<file path="src/rtl/uart_sched_pkg.sv">
// rtl/uart_sched_pkg.sv - shared types and constants for the UART transmit scheduler
//
// Purpose: sequencer state encoding, FIFO entry width and default sizing
// shared by uart_tx_scheduler and uart_byte_fifo.
package uart_sched_pkg;

  // FIFO entry is {last, data[7:0]}
  localparam int ENTRY_W       = 9;
  localparam int OWNER_W       = 3;
  localparam int N_DEFAULT     = 4;
  localparam int DEPTH_DEFAULT = 8;

  typedef enum logic [1:0] {
    SEQ_IDLE      = 2'd0,
    SEQ_ISSUE     = 2'd1,
    SEQ_WAIT_DONE = 2'd2
  } seq_state_t;

endpackage

</file>
<file path="src/rtl/uart_byte_fifo.sv">
// rtl/uart_byte_fifo.sv - synchronous FIFO holding bytes queued for the UART
//
// Purpose: power-of-two deep FIFO; push is ignored when full, pop is ignored
// when empty, both may happen on the same edge.
// Ports:
//   clk, rst_n      clock, asynchronous active-low reset (flushes contents)
//   push, push_data write request and entry
//   pop             read request; head is the oldest entry
//   head            entry at the read pointer
//   full, empty     status from the registered count
//   count           number of stored entries
module uart_byte_fifo
  import uart_sched_pkg::*;
#(
  parameter int DEPTH = DEPTH_DEFAULT,
  parameter int WIDTH = ENTRY_W
) (
  input  logic                     clk,
  input  logic                     rst_n,
  input  logic                     push,
  input  logic [WIDTH-1:0]         push_data,
  input  logic                     pop,
  output logic [WIDTH-1:0]         head,
  output logic                     full,
  output logic                     empty,
  output logic [$clog2(DEPTH):0]   count
);

  localparam int AW = $clog2(DEPTH);

  logic [WIDTH-1:0] mem_q [DEPTH];
  logic [AW-1:0]    wr_ptr_q, wr_ptr_d;
  logic [AW-1:0]    rd_ptr_q, rd_ptr_d;
  logic [AW:0]      count_q, count_d;
  logic             do_push, do_pop;

  always_comb begin
    full     = (count_q == (AW+1)'(DEPTH));
    empty    = (count_q == '0);
    do_push  = push && !full;
    do_pop   = pop && !empty;
    wr_ptr_d = do_push ? wr_ptr_q + AW'(1) : wr_ptr_q;
    rd_ptr_d = do_pop ? rd_ptr_q + AW'(1) : rd_ptr_q;
    count_d  = count_q + (AW+1)'(do_push) - (AW+1)'(do_pop);
  end

  always_ff @(posedge clk or negedge rst_n) begin
    if (!rst_n) begin
      wr_ptr_q <= '0;
      rd_ptr_q <= '0;
      count_q  <= '0;
    end else begin
      wr_ptr_q <= wr_ptr_d;
      rd_ptr_q <= rd_ptr_d;
      count_q  <= count_d;
    end
  end

  // Storage needs no reset: the pointers define which entries are valid.
  always_ff @(posedge clk) begin
    if (do_push) begin
      mem_q[wr_ptr_q] <= push_data;
    end
  end

  assign head  = mem_q[rd_ptr_q];
  assign count = count_q;

endmodule

</file>
<file path="src/rtl/uart_tx_scheduler.sv">
// rtl/uart_tx_scheduler.sv - round-robin sharing of one 8N1 UART transmitter
//
// Purpose: arbitrates N byte requesters into a FIFO, keeping multi-byte
// messages atomic, and drains the FIFO into the UART controller with one
// SEND pulse per byte.
// Ports:
//   clk, rst_n              clock, asynchronous active-low reset
//   req, req_data, req_last per-requester byte offer (byte i in [8i+7:8i])
//   gnt                     one-hot combinational grant; byte written this edge
//   uart_send, uart_data    registered SEND pulse and held DATA to the UART
//   uart_ready              READY from the UART controller
//   busy                    FIFO non-empty or sequencer not idle (registered)
//   owner, locked           requester holding the message lock
module uart_tx_scheduler
  import uart_sched_pkg::*;
#(
  parameter int N     = N_DEFAULT,
  parameter int DEPTH = DEPTH_DEFAULT
) (
  input  logic               clk,
  input  logic               rst_n,
  input  logic [N-1:0]       req,
  input  logic [8*N-1:0]     req_data,
  input  logic [N-1:0]       req_last,
  output logic [N-1:0]       gnt,
  output logic               uart_send,
  output logic [7:0]         uart_data,
  input  logic               uart_ready,
  output logic               busy,
  output logic [OWNER_W-1:0] owner,
  output logic               locked
);

  localparam int CW = $clog2(DEPTH) + 1;

  seq_state_t         state_q, state_d;
  logic               send_q, send_d;
  logic [7:0]         data_q, data_d;
  logic               busy_q, busy_d;
  logic [OWNER_W-1:0] owner_q, owner_d;
  logic               locked_q, locked_d;
  logic [OWNER_W-1:0] ptr_q, ptr_d;

  logic               gnt_found;
  logic [OWNER_W-1:0] gnt_idx;
  logic [ENTRY_W-1:0] push_entry;
  logic               seq_pop;
  logic [ENTRY_W-1:0] fifo_head;
  logic               fifo_full, fifo_empty;
  logic [CW-1:0]      fifo_count;
  logic               unused_head_last;

  uart_byte_fifo #(
    .DEPTH (DEPTH),
    .WIDTH (ENTRY_W)
  ) u_fifo (
    .clk       (clk),
    .rst_n     (rst_n),
    .push      (gnt_found),
    .push_data (push_entry),
    .pop       (seq_pop),
    .head      (fifo_head),
    .full      (fifo_full),
    .empty     (fifo_empty),
    .count     (fifo_count)
  );

  // The LAST flag travels with each byte for debug visibility only.
  assign unused_head_last = fifo_head[ENTRY_W-1];

  // Arbiter: no dependence on uart_ready, so a pop on a full FIFO only opens
  // a slot on the following cycle.
  always_comb begin
    gnt_found  = 1'b0;
    gnt_idx    = '0;
    gnt        = '0;
    push_entry = '0;
    if (!fifo_full) begin
      if (locked_q) begin
        // Mid-message: only the owner may continue, everyone else waits.
        for (int i = 0; i < N; i++) begin
          if (req[i] && owner_q == OWNER_W'(i)) begin
            gnt_found = 1'b1;
            gnt_idx   = OWNER_W'(i);
          end
        end
      end else begin
        // Round-robin: k is the distance from ptr, first hit wins.
        for (int k = 0; k < N; k++) begin
          for (int i = 0; i < N; i++) begin
            if (!gnt_found && req[i] && i == (int'(ptr_q) + k) % N) begin
              gnt_found = 1'b1;
              gnt_idx   = OWNER_W'(i);
            end
          end
        end
      end
    end
    for (int i = 0; i < N; i++) begin
      if (gnt_found && gnt_idx == OWNER_W'(i)) begin
        gnt[i]     = 1'b1;
        push_entry = {req_last[i], req_data[8*i +: 8]};
      end
    end
  end

  always_comb begin
    locked_d = locked_q;
    owner_d  = owner_q;
    ptr_d    = ptr_q;
    if (gnt_found) begin
      if (push_entry[ENTRY_W-1]) begin
        locked_d = 1'b0;
        ptr_d    = OWNER_W'((int'(gnt_idx) + 1) % N);
      end else begin
        locked_d = 1'b1;
        owner_d  = gnt_idx;
      end
    end
  end

  // Sequencer: SEND is only ever raised on the IDLE->ISSUE transition, and
  // ISSUE waits for READY to drop so the same frame is never sent twice.
  always_comb begin
    state_d = state_q;
    send_d  = 1'b0;
    data_d  = data_q;
    seq_pop = 1'b0;
    case (state_q)
      SEQ_IDLE: begin
        if (!fifo_empty && uart_ready) begin
          send_d  = 1'b1;
          data_d  = fifo_head[7:0];
          seq_pop = 1'b1;
          state_d = SEQ_ISSUE;
        end
      end
      SEQ_ISSUE: begin
        if (!uart_ready) begin
          state_d = SEQ_WAIT_DONE;
        end
      end
      SEQ_WAIT_DONE: begin
        if (uart_ready) begin
          state_d = SEQ_IDLE;
        end
      end
      default: state_d = SEQ_IDLE;
    endcase
    busy_d = (fifo_count != '0) || (state_q != SEQ_IDLE);
  end

  always_ff @(posedge clk or negedge rst_n) begin
    if (!rst_n) begin
      state_q  <= SEQ_IDLE;
      send_q   <= 1'b0;
      data_q   <= 8'h00;
      busy_q   <= 1'b0;
      owner_q  <= '0;
      locked_q <= 1'b0;
      ptr_q    <= '0;
    end else begin
      state_q  <= state_d;
      send_q   <= send_d;
      data_q   <= data_d;
      busy_q   <= busy_d;
      owner_q  <= owner_d;
      locked_q <= locked_d;
      ptr_q    <= ptr_d;
    end
  end

  assign uart_send = send_q;
  assign uart_data = data_q;
  assign busy      = busy_q;
  assign owner     = owner_q;
  assign locked    = locked_q;

endmodule

</file>
<file path="config.mk">
export PLATFORM = sky130hd
export DESIGN_NAME = uart_tx_scheduler
export DESIGN_NICKNAME = d
export VERILOG_FILES = /design/src/rtl/uart_sched_pkg.sv /design/src/rtl/uart_byte_fifo.sv /design/src/rtl/uart_tx_scheduler.sv
export SDC_FILE = /design/constraint.sdc
export NUM_CORES = 1
export LEC_CHECK = 0
export ABC_AREA = 1
export CAP_MARGIN = 20
export CORE_MARGIN = 2
export CORE_UTILIZATION = 40
export CTS_CLUSTER_SIZE = 30
export DETAILED_ROUTE_END_ITERATION = 12
export GPL_ROUTABILITY_DRIVEN = 0
export GPL_TIMING_DRIVEN = 0
export PLACE_DENSITY = 0.68
export SYNTH_ARGS = -nofsm -noshare
export SYNTH_HDL_FRONTEND = slang
export SYNTH_HIERARCHICAL = 1
export SYNTH_SLANG_ARGS = --single-unit
</file>
<file path="constraint.sdc">
create_clock -name clk -period 3.35 [get_ports clk]
set_input_delay 0.67 -clock clk [delete_from_list [all_inputs] [get_ports clk]]
set_output_delay 0.67 -clock clk [all_outputs]
set_load 0.1 [all_outputs]
</file>
# Word-level counts from Yosys, hierarchy flattened
# Memories as Yosys holds them, arrays and structs flattened. A register that Yosys moved wholly into a read port is not among the register bits.
# Index checks and enable logic that the tools add are counted.
word_totals:
  reg_bits: 20
  mem_bits_rw: 72
  output_inout_bits: 18
  n_memories: 1
classes:
  n_addsub: 8
  eq_ne: 24
  mux: 89
  n_bitwise: 4
  reduce_logical: 78
mem_list:
  columns: ["name", "depth", "word_bits", "read_ports", "rd_clocked_by_memory_dff", "wr", "line", "text"]
  rows:
  - ["u_fifo.mem_q", 8, 9, 1, 1, 1, "uart_byte_fifo.sv:31", "logic [WIDTH-1:0] mem_q [DEPTH];"]
op_table:
  columns: ["op", "n"]
  rows:
  - ["32-bit logical NOT", 4]
  - ["1-bit two-way mux", 63]
  - ["3-bit two-way mux", 18]
  - ["1-bit logical AND", 42]
  - ["9-bit two-way mux", 4]
  - ["3-bit equality test (first input constant)", 6]
  - ["1-bit logical NOT", 18]
  - ["3-bit by 2-bit equality test with 1-bit output (second input constant)", 4]
  - ["2-bit by 3-bit equality test with 1-bit output (first input constant)", 3]
  - ["3-bit by 1-bit adder with 3-bit output (second input constant)", 2]
  - ["3-bit by 1-bit equality test with 1-bit output (second input constant)", 2]
  - ["3-bit logical NOT", 2]
  - ["2-bit two-way mux", 3]
  - ["2-bit inequality test (second input constant)", 3]
  - ["2-bit one-hot mux with 3 select lines", 1]
  - ["2-bit AND reduction", 3]
  - ["2-bit OR reduction", 3]
  - ["2-bit by 1-bit adder with 2-bit output (second input constant)", 2]
  - ["2-bit adder (second input constant)", 2]
  - ["4-bit by 1-bit adder with 4-bit output", 1]
  - ["2-bit equality test (first input constant)", 2]
  - ["4-bit equality test (second input constant)", 1]
  - ["4-bit logical NOT", 1]
  - ["4-bit nonzero test", 1]
  - ["10 further kinds", 12]

# Longest topological paths before layout
# Gate-level depths: netlist of the first run.
logic_depth:
  word_depth: 103
  mapped_depth: 23
  ltp_nobuf: 23

# Modules after synthesis
# The synthesis of the first run kept the hierarchy.
by_module_without_submodules:
  columns: ["module", "n_inst", "cells_per_inst", "area_per_inst_um2"]
  rows:
  - ["uart_byte_fifo", 1, 380, 3783.6]
  - ["uart_tx_scheduler", 1, 232, 1471.4]

# Worst setup path after synthesis of the first run
# No wires, ideal clock.
synth_timing:
  kind: "input-to-reg"
  from: "in req[1]"
  to: "mem u_fifo/mem_q[0][0] (netlist bit), data pin"
  arrival_ps: 4218
  required_time_ps: 3145
  path_slack_ps: -1074
  cell_stages: 20
  path_buffers: 1
  path_cell_list: "clkbuf_1 > nand3_1 > nand2_1 > nor2_1 > nand4_1 > nor3_2 > nand2_1 > nor2_1 > nor3_1 > nor2_1 > and3_1 > nor2_2 > inv_1 > ha_1 > inv_1 > nor2_1 > nand3_1 > nand2_1 > a21oi_1 > nor2_1"
synth_between:
  elab_chain_len: 95
  word_cells_on_any_way: 125
  classes_between: "eq/ne: 3; mux: 72; reduce/logical: 50"
synth_rtl:
  columns: ["element", "line", "text"]
  rows:
  - ["from (decl)", "uart_tx_scheduler.sv:22", "input logic [N-1:0] req,"]
  - ["1-bit logical AND (2 in a row)", "uart_tx_scheduler.sv:91", "if (!gnt_found && req[i] && i == (int'(ptr_q) + k) % N) begin"]
  - ["1-bit two-way mux", "uart_tx_scheduler.sv:91", null]
  - ["1-bit two-way mux", "uart_tx_scheduler.sv:79", "if (locked_q) begin"]
  - ["1-bit two-way mux", "uart_tx_scheduler.sv:78", "if (!fifo_full) begin"]
  - ["1-bit logical NOT", "uart_tx_scheduler.sv:91", null]
  - ["1-bit logical AND (2 in a row)", "uart_tx_scheduler.sv:91", null]
  - ["1-bit two-way mux", "uart_tx_scheduler.sv:91", null]
  - ["1-bit two-way mux", "uart_tx_scheduler.sv:79", null]
  - ["[77 not listed]", null, null]
  - ["3-bit two-way mux *", "uart_tx_scheduler.sv:79", null]
  - ["3-bit two-way mux *", "uart_tx_scheduler.sv:78", null]
  - ["named net gnt_idx[0]", "uart_tx_scheduler.sv:45", "logic [OWNER_W-1:0] gnt_idx;"]
  - ["3-bit logical NOT", "uart_tx_scheduler.sv:100", "if (gnt_found && gnt_idx == OWNER_W'(i)) begin"]
  - ["1-bit logical AND", "uart_tx_scheduler.sv:100", null]
  - ["9-bit two-way mux (3 in a row)", "uart_tx_scheduler.sv:100", null]
  - ["9-bit two-way mux *", "uart_tx_scheduler.sv:100", null]
  - ["named net push_entry[0]", "uart_tx_scheduler.sv:46", "logic [ENTRY_W-1:0] push_entry;"]
  - ["to (decl)", "uart_byte_fifo.sv:31", null]
# The timed path passes the listed nets; every way through them passes the cells marked *. The select of a mux whose other input is x is not followed.

# Final worst setup path of the first run
layout_timing:
  from: "reg ptr_q[1]"
  to: "out gnt[3]"
layout_between:
  elab_chain_len: 98
  word_cells_on_any_way: 139
  classes_between: "add/sub: 3; eq/ne: 13; mux: 66; bitwise: 3; reduce/logical: 54"
layout_rtl:
  columns: ["element", "line", "text"]
  rows:
  - ["from (decl)", "uart_tx_scheduler.sv:42", "logic [OWNER_W-1:0] ptr_q, ptr_d;"]
  - ["from (signal assigned)", "uart_tx_scheduler.sv:169", "ptr_q <= ptr_d;"]
  - ["32-bit logical NOT", "uart_tx_scheduler.sv:91", null]
  - ["1-bit logical AND", "uart_tx_scheduler.sv:91", null]
  - ["1-bit two-way mux", "uart_tx_scheduler.sv:91", null]
  - ["1-bit two-way mux", "uart_tx_scheduler.sv:79", null]
  - ["1-bit two-way mux", "uart_tx_scheduler.sv:78", null]
  - ["1-bit logical NOT", "uart_tx_scheduler.sv:91", null]
  - ["1-bit logical AND (2 in a row)", "uart_tx_scheduler.sv:91", null]
  - ["1-bit two-way mux", "uart_tx_scheduler.sv:91", null]
  - ["[81 not listed]", null, null]
  - ["1-bit logical AND (2 in a row)", "uart_tx_scheduler.sv:91", null]
  - ["3-bit two-way mux *", "uart_tx_scheduler.sv:91", null]
  - ["3-bit two-way mux *", "uart_tx_scheduler.sv:79", null]
  - ["3-bit two-way mux *", "uart_tx_scheduler.sv:78", null]
  - ["named net gnt_idx[0]", "uart_tx_scheduler.sv:45", null]
  - ["3-bit by 2-bit equality test with 1-bit output *", "uart_tx_scheduler.sv:100", null]
  - ["1-bit logical AND *", "uart_tx_scheduler.sv:100", null]
  - ["1-bit two-way mux *", "uart_tx_scheduler.sv:100", null]
  - ["to (decl)", "uart_tx_scheduler.sv:25", "output logic [N-1:0] gnt,"]
# Marks and branches as above.

==> results of run 1 <==
what timing repair did:
| item | CTS | global route |
|---|---|---|
| buffers inserted | 15 | 9 |
| pin swaps | 12 | 18 |
| hold endpoints to repair | 0 | 0 |
| setup endpoints to repair | 107 | 92 |
| resized for setup | 67 | 16 |
| gates cloned | 0 | 0 |
cells in the final DEF, fill, tap and decap left out, types with 2 or more instances in the layout:
master / n
inv_6: 3
nor2_2: 6
nor3_1: 7
nand2_1: 197
clkinvlp_4: 2
ha_4: 4
nand2_2: 8
dfrtp_2: 2
inv_2: 7
nand3_1: 53
dfrtp_1: 25
inv_1: 94
nor3_2: 5
xor2_1: 3
clkdlybuf4s50_1: 51
nand2_4: 3
clkinv_2: 2
nand4_1: 6
inv_4: 2
clkinv_1: 2
buf_12: 4
nand2_8: 2
edfxtp_1: 64
buf_6: 9
clkbuf_1: 2
a21oi_1: 10
ha_1: 8
nor2_4: 9
xnor2_1: 3
nand3_2: 4
buf_2: 7
nor2_1: 18
clkbuf_16: 10
o21ai_0: 5
buf_4: 26
layout make-up:
| class | count | share of cell area |
|---|---|---|
| sequential | 91 | 0.405 |
| tap | 147 | 0.0287 |
| clock inverter | 5 | 0.00468 |
| timing repair buffer | 85 | 0.128 |
| buffer | 14 | 0.0224 |
| clock buffer | 11 | 0.0363 |
| multi-input combinational | 365 | 0.308 |
| inverter | 108 | 0.0669 |
how the worst min path moves through the flow:
stage	to	slack, ps	cells past startpoint	from
5_1_grt	busy	490	2	u_fifo/count[2]
3_5_place_dp	busy	450	2	u_fifo/count[2]
3_3_place_gp	busy	460	2	u_fifo/count[2]
6_report	busy	470	2	u_fifo/count[2]
4_1_cts	busy	470	2	u_fifo/count[2]
2_1_floorplan	busy	370	0	rst_n
per-stage QoR:
| step | hold WS (ps) | setup TNS (ps) |
|---|---|---|
| 2_1_floorplan | 374 | -137 |
| 3_5_place_dp | 452 | -70850 |
| 5_1_grt | 491 | -1890 |
| 6_report | 467 | -515 |
| 3_3_place_gp | 455 | -72020 |
| 4_1_cts | 468 | -706 |
per-layer routing:
metal / track usage / vias up / share of wire
li1: - / 2009 / -
met1: 0.219 / 1790 / 0.44
met2: 0.288 / 126 / 0.47
met3: 0.0316 / 22 / 0.061
met4: 0.0771 / 0 / 0.024
met5: 0 / - / 0
state kept, by name (all words and copies together) (netlist names):
signal / cells
state_q: 2
uart_data: 8
u_fifo/count: 4
busy: 1
u_fifo/mem_q: 64
owner: 2
uart_send: 1
u_fifo/rd_ptr_q: 3
ptr_q: 2
locked: 1
u_fifo/wr_ptr_q: 3
critical path, stage by stage (launching register included):
cell and delay [ps]:
dfrtp_2 490, inv_2 90, buf_4 100, nor2_1 40, inv_1 60, nor2_1 60, nor3_2 250, nand2_1 130
nor3_1 270, nor2_1 80, and3_4 190, nor2_4 140, buf_6 130, ha_4 150, nand2_8 60, clkinvlp_4 90
buf_12 170
==> flow_metrics.env, run 1 <==
export IMPL_area_growth_pct=30.5
export IMPL_cp_max_fo=7
export IMPL_start_util=0.409
export IMPL_finalSetupViolations=4
export IMPL_worstPathArrival_ps=2840
export IMPL_place_ws_ps=-1710
export IMPL_grt_max_degree=19
export IMPL_drtAntennaViolNets=0
export IMPL_final_max_slew_viol_count=0
export IMPL_maxCapViolations=0
export IMPL_netlist_area_um2=4920
export IMPL_cts_sinks=91
export IMPL_dpl_hpwl_um=7770
export IMPL_timing_worst_setup_path_type="reg -> out"
export IMPL_violations="negative setup slack"
export IMPL_grtUsageTotal=0.172
export IMPL_r2r_start="ptr_q[1]"
export IMPL_final_cells=826
export IMPL_yosys_warnings=6
export IMPL_ios=61
export IMPL_endpoint="gnt[3]"
export IMPL_drt_iter0_markers=339
export IMPL_fin_crit_sh=1.05
export IMPL_worst_slack_ps=-161
export IMPL_finalCriticalPeriod_ps=3510
export IMPL_htreeDepth=3
export IMPL_vias_per_cell=4.78
export IMPL_vias=3947
export IMPL_fillCellCount=1075
export IMPL_post_dp_cell_area_um2=5820
export IMPL_hp_class="reg -> reg"
export IMPL_grt_ovfl_total=0
export IMPL_relSlewSlack=0.286
export IMPL_worst_slew_pin_slew_ps=1060
export IMPL_stdcell_area_um2=6420
export IMPL_grt_pass1_vias=3741
export IMPL_rows=40
export IMPL_max_clock_path_buffers=2
export IMPL_cts_hold_buf=0
export IMPL_antenna_cells_inserted=0
export IMPL_syn_inst=579
export IMPL_skew_ps=7.00
export IMPL_dp_cells=785
export IMPL_io_buffers=58
export IMPL_drc=0
export IMPL_worstSetupStartpoint="ptr_q[1]"
export IMPL_cp_required_ps=2680
export IMPL_multi_input_area_um2=1980
export IMPL_syn_nets=635
export IMPL_path_clk_slew_ps=60
export IMPL_wl_per_cell_um=13.2
export IMPL_reg2reg_depth=15
export IMPL_r2r_setup_slack_ps=130
export IMPL_fp_dieH_um=115
export IMPL_antenna_found_initial=0
export IMPL_numCtsBuffers=9
export IMPL_regArea_um2=2600
export IMPL_fin_nets=730
export IMPL_root_buffer="clkbuf_16"
export IMPL_die_w_um=115
export IMPL_cp_start_kind="register"
export IMPL_rsz0062_at_grt="yes"
export IMPL_drt_first_pass_iters=5
export IMPL_grt_pass1_wl_um=17600
export IMPL_cts_tree="yes"
export IMPL_dieArea_um2=13200
export IMPL_timing_fmax_mhz=285
export IMPL_worstReg2RegEnd="u_fifo/mem_q[0][4]"
export IMPL_crit_path_end_kind="primary output"
export IMPL_synth_area_per_cell_um2=8.49
export IMPL_hold_violations=0
export IMPL_coreArea_um2=12000
export IMPL_post_route_util=0.534
export IMPL_status="finished with violations"
export IMPL_drive_gt1_frac=0.183
export IMPL_totalWireLength_um=10900
export IMPL_clock_latency_ps=340
Power of run 1 is left out: the tool's default activity adds up to more than one toggle a clock period on the data nets, which glitch-free logic cannot reach.
==> run 2, diff against run 1 <==
Settings changed: PLACE_DENSITY 0.68 to 0.65.
Clock period 3.35 ns to 3.6 ns, I/O delays scaled along.
==> run 2 against run 1 <==
Against the previous run: the flow still finishes with violations (negative setup slack); utilization fell by 0.10 points; worst setup slack improved by 68 ps; critical path depth rose by 1; global-route usage rose by 0.49 points; register-to-register slack improved by 40 ps; sequential share of layout area rose by 0.079 points; flip-flop and latch count did not move; via count rose by 2.0%; non-clock buffer count rose by 5; final cell count rose by 0.61%; count of clock-buffer cells in the layout rose by 3; critical endpoint unchanged; largest cell class unchanged.
==> flow_metrics.env, run 2 (synthesis results as in run 1) <==
export IMPL_tns_ps=-289
export IMPL_antenna_cells_inserted=0
export IMPL_drtAntennaViolNets=0
export IMPL_timing_fmax_mhz=271
export IMPL_grt_pass1_wl_um=18500
export IMPL_max_clock_path_buffers=2
export IMPL_status="finished with violations"
export IMPL_start_util=0.409
export IMPL_totalWireLength_um=11200
export IMPL_clock_latency_ps=340
export IMPL_drt_first_pass_iters=5
export IMPL_largest_reg_flops=64
export IMPL_hold_violations=0
export IMPL_antenna_found_initial=0
export IMPL_cts_tree="yes"
export IMPL_dieArea_um2=13200
export IMPL_worstPathArrival_ps=2970
export IMPL_grtUsageTotal=0.177
export IMPL_rsz0062_at_grt="yes"
export IMPL_cts_sinks=91
export IMPL_cp_required_ps=2880
export IMPL_crit_path_end_kind="primary output"
export IMPL_drive_gt1_frac=0.183
export IMPL_die_w_um=115
export IMPL_numCtsBuffers=9
export IMPL_area_growth_pct=30.3
export IMPL_dpl_hpwl_um=7890
export IMPL_fp_dieH_um=115
export IMPL_root_buffer="clkbuf_16"
export IMPL_rows=40
export IMPL_cp_max_fo=5
export IMPL_violations="negative setup slack"
export IMPL_fin_nets=735
export IMPL_finalSetupViolations=4
export IMPL_timing_worst_setup_path_type="in -> out"
export IMPL_cp_start_kind="primary input"
export IMPL_drt_iter0_markers=286
export IMPL_cts_hold_buf=0
export IMPL_fin_crit_sh=1.03
export IMPL_grt_pass1_vias=3960
export IMPL_worst_slack_ps=-93.3
export IMPL_final_common_cell="nand2_1"
export IMPL_finalCriticalPeriod_ps=3690
export IMPL_worst_slew_pin_slew_ps=1020
export IMPL_htreeDepth=3
export IMPL_final_max_slew_viol_count=0
export IMPL_coreArea_um2=12000
export IMPL_relSlewSlack=0.312
export IMPL_path_clk_slew_ps=60
export IMPL_drc=0
export IMPL_vias=4024
export IMPL_vias_per_cell=4.84
export IMPL_mostFrequentLayoutCells="nand2_1, inv_1, edfxtp_1"
export IMPL_top_register="u_fifo/mem_q"
export IMPL_skew_ps=7.30
export IMPL_io_buffers=58
export IMPL_wl_per_cell_um=13.5
export IMPL_maxCapViolations=0
export IMPL_grt_ovfl_total=0
export IMPL_ios=61
export IMPL_hp_class="reg -> reg"
export IMPL_grt_max_degree=20
-- run 2: path summary, 6_finish.rpt --
kind                            depth (start not counted)            endpoint  slack, ps         start
worst min register to register                          2        uart_data[6]        470  uart_data[6]
max in group asynchronous                               2            ptr_q[0]       2420         rst_n
worst min-delay path                                    2        uart_data[6]        470  uart_data[6]
worst max-delay path                                   17              gnt[3]        -90        req[3]
min in group asynchronous                               1        uart_data[3]        710         rst_n
worst max register to register                         19  u_fifo/mem_q[4][4]        170      ptr_q[1]
-- run 2: worst max-delay path, cell delays in order --
cell and delay (ps):
buf_2 140, nand3_2 110, nand2_2 80, nor2_1 100
nand4_1 90, nor3_2 210, nand2_1 160, nor2_2 220
nor3_2 80, nor3_2 200, nand3_1 120, nand2_2 150
inv_4 70, ha_4 170, nand2_8 80, clkinvlp_4 90
buf_12 170
-- run 2: timing repair --
| item | in CTS | in global routing |
|---|---|---|
| resized for setup | 77 | 18 |
| setup endpoints to repair | 70 | 68 |
| buffers inserted | 17 | 7 |
| pin swaps | 11 | 21 |
-- run 2: area by class of cell --
cell class / count / area (um2)
Multi-Input combinational cell: 365 / 1910
Fill cell: 1069 / 5610
Sequential cell: 91 / 2600
Timing Repair Buffer: 90 / 861
Clock inverter: 2 / 10.0
Inverter: 108 / 429
Buffer: 14 / 133
Clock buffer: 14 / 274
Tap cell: 147 / 184
-- run 2: per-layer routing --
metal | vias up | GRT usage | part of all wire
met1 | 1856 | 0.229 | 0.44
met5 | - | 0 | 0
met4 | 0 | 0.0723 | 0.017
met3 | 12 | 0.0279 | 0.059
met2 | 139 | 0.298 | 0.48
li1 | 2017 | - | -
-- run 2: per-stage QoR --
step	instances	worst slack (ps)	instance area [um2]	util	hold WS, ps
detailed placement	791	-1560	5770	0.481	460
CTS	824	-96.9	6300	0.525	474
floorplan	579	-71.3	4950	-	424
finish	831	-93.3	6400	0.533	474
global route	831	-220	6400	0.533	501
global placement	784	-1440	5710	0.476	456
Power of run 2 is left out for the same reason.
==> run 3, diff against run 2 <==
Settings changed: SETUP_SLACK_MARGIN from default to 0.4.
==> run 3 against run 2 <==
Against the previous run: the run still ends with negative setup slack left; routed wire length shrank 2.4%; die area did not move; worst hold slack got worse by 5.6 ps; first-iteration DRC count fell by 34%; worst setup slack gained 3.4 ps; flip-flop and latch count stayed put; non-clock buffer count is 2 higher; register-to-register slack better by 170 ps; largest cell class unchanged; highest routed layer unchanged.
==> flow_metrics.env, run 3 (synthesis results as in run 1) <==
export IMPL_status="finished with violations"
export IMPL_violations="negative setup slack"
export IMPL_grt_pass1_vias=4003
export IMPL_drive_gt1_frac=0.223
export IMPL_ios=61
export IMPL_fin_nets=737
export IMPL_crit_path_end_kind="primary output"
export IMPL_drc=0
export IMPL_antenna_cells_inserted=0
export IMPL_final_max_slew_viol_count=0
export IMPL_relSlewSlack=0.351
export IMPL_worstPathArrival_ps=2970
export IMPL_drtAntennaViolNets=0
export IMPL_grt_ovfl_total=0
export IMPL_coreArea_um2=12000
export IMPL_regArea_um2=2600
export IMPL_vias=3978
export IMPL_antenna_found_initial=0
export IMPL_worst_slew_pin_slew_ps=970
export IMPL_cp_required_ps=2880
export IMPL_skew_ps=5.86
export IMPL_dieArea_um2=13200
export IMPL_final_common_cell="nand2_1"
export IMPL_drt_iter0_markers=190
export IMPL_numCtsBuffers=9
export IMPL_totalWireLength_um=11000
export IMPL_r2r_setup_slack_ps=340
export IMPL_die_w_um=115
export IMPL_top_register="u_fifo/mem_q"
export IMPL_io_buffers=58
export IMPL_cts_tree="yes"
export IMPL_path_clk_slew_ps=60
export IMPL_mostFrequentLayoutCells="nand2_1, inv_1, edfxtp_1"
export IMPL_grtUsageTotal=0.177
export IMPL_path_common_cell="buf_6"
export IMPL_max_clock_path_buffers=2
export IMPL_post_dp_cell_area_um2=5870
export IMPL_timing_worst_setup_path_type="reg -> out"
export IMPL_finalCriticalPeriod_ps=3690
export IMPL_cp_start_kind="register"
export IMPL_critPathSlowestCell="dfrtp_2"
export IMPL_htreeDepth=3
export IMPL_fillCellCount=1052
export IMPL_fin_crit_sh=1.02
export IMPL_largest_reg_flops=64
export IMPL_cp_max_fo=7
export IMPL_grt_pass1_wl_um=18400
export IMPL_cts_sinks=91
export IMPL_root_buffer="clkbuf_16"
export IMPL_cpPeakStageDelay_ps=460
export IMPL_finalSetupViolations=3
export IMPL_multi_input_area_um2=2100
export IMPL_grt_max_degree=19
export IMPL_drt_first_pass_iters=4
export IMPL_timing_fmax_mhz=271
export IMPL_area_growth_pct=35.8
export IMPL_dpl_hpwl_um=7810
export IMPL_path_cells="inv_2 -> nand3_2 -> nand2_2 -> nor2_2 -> nand4_1 -> nor3_4 -> buf_6 -> buf_6 -> buf_6 -> nand3_2 -> nand4_1 -> nor2_1 -> and3_4 -> nor2_4 -> ha_4 -> nand2_8 -> buf_8 -> clkinvlp_4 -> buf_12"
export IMPL_fp_dieH_um=115
export IMPL_maxCapViolations=0
export IMPL_wl_per_cell_um=13.2
export IMPL_vias_per_cell=4.78
export IMPL_hp_class="reg -> reg"
export IMPL_rsz0062_at_grt="yes"
export IMPL_rows=40
export IMPL_start_util=0.409
export IMPL_hold_violations=0
export IMPL_clock_latency_ps=340
export IMPL_cts_hold_buf=0
export IMPL_worst_slack_ps=-90.0
export IMPL_stdcell_area_um2=6680
-- run 3: cell count changes in the layout (fill, tap and decap cells not counted), sizes merged --
cell	before	now
clkinv	3	6
inv	106	105
clkbuf	16	13
buf	51	53
clkinvlp	1	2
-- run 3: layout make-up --
cell class | count | area share
Multi-Input combinational cell | 365 | 0.315
Buffer | 15 | 0.0238
Timing Repair Buffer | 91 | 0.137
Clock inverter | 5 | 0.00581
Tap cell | 147 | 0.0275
Inverter | 108 | 0.0654
Clock buffer | 11 | 0.0364
Sequential cell | 91 | 0.389
-- run 3: worst max-delay path: cells and delay by family (launching register included) --
kind / cells / cell delay, ps
adders and majority gates: 1 / 190
buffers and inverters: 7 / 750
DFF: 1 / 460
and+or+nand+nor: 11 / 1230
-- run 3: per-layer routing --
metal	track usage	vias up	wire, um
li1	-	2022	-
met2	0.303	123	5390
met1	0.209	1812	4550
met4	0.0763	0	227
met3	0.0469	21	794
met5	0	-	0
-- run 3: final timing paths --
| kind | from | end | cells after the start |
|---|---|---|---|
| max in group asynchronous | rst_n | ptr_q[0] | 2 |
| max | ptr_q[0] | gnt[3] | 19 |
| min reg2reg | uart_data[0] | uart_data[0] | 2 |
| max reg2reg | ptr_q[0] | u_fifo/mem_q[7][0] | 24 |
| min | uart_data[0] | uart_data[0] | 2 |
| min in group asynchronous | rst_n | uart_data[5] | 1 |
-- run 3: repair_timing --
action,4_1_cts,5_1_grt
endpoints found under the hold margin,0,0
pin swaps,21,24
gates resized for setup,94,29
setup buffers,17,6
endpoints found under the setup margin,97,83
gates cloned,0,1
-- run 3: through the flow --
stage                     TNS, ps  instances  hold slack, ps  worst slack, ps   util
after floorplan                 0        579             424             13.1      -
after global placement     -41440        784             453            -1450  0.483
after detailed placement   -30880        792             459            -1490  0.489
after CTS                    -167        825             475            -80.7  0.539
after global routing         -792        833             498             -266  0.556
final                        -149        833             468            -90.0  0.556
Power of run 3 is left out for the same reason.
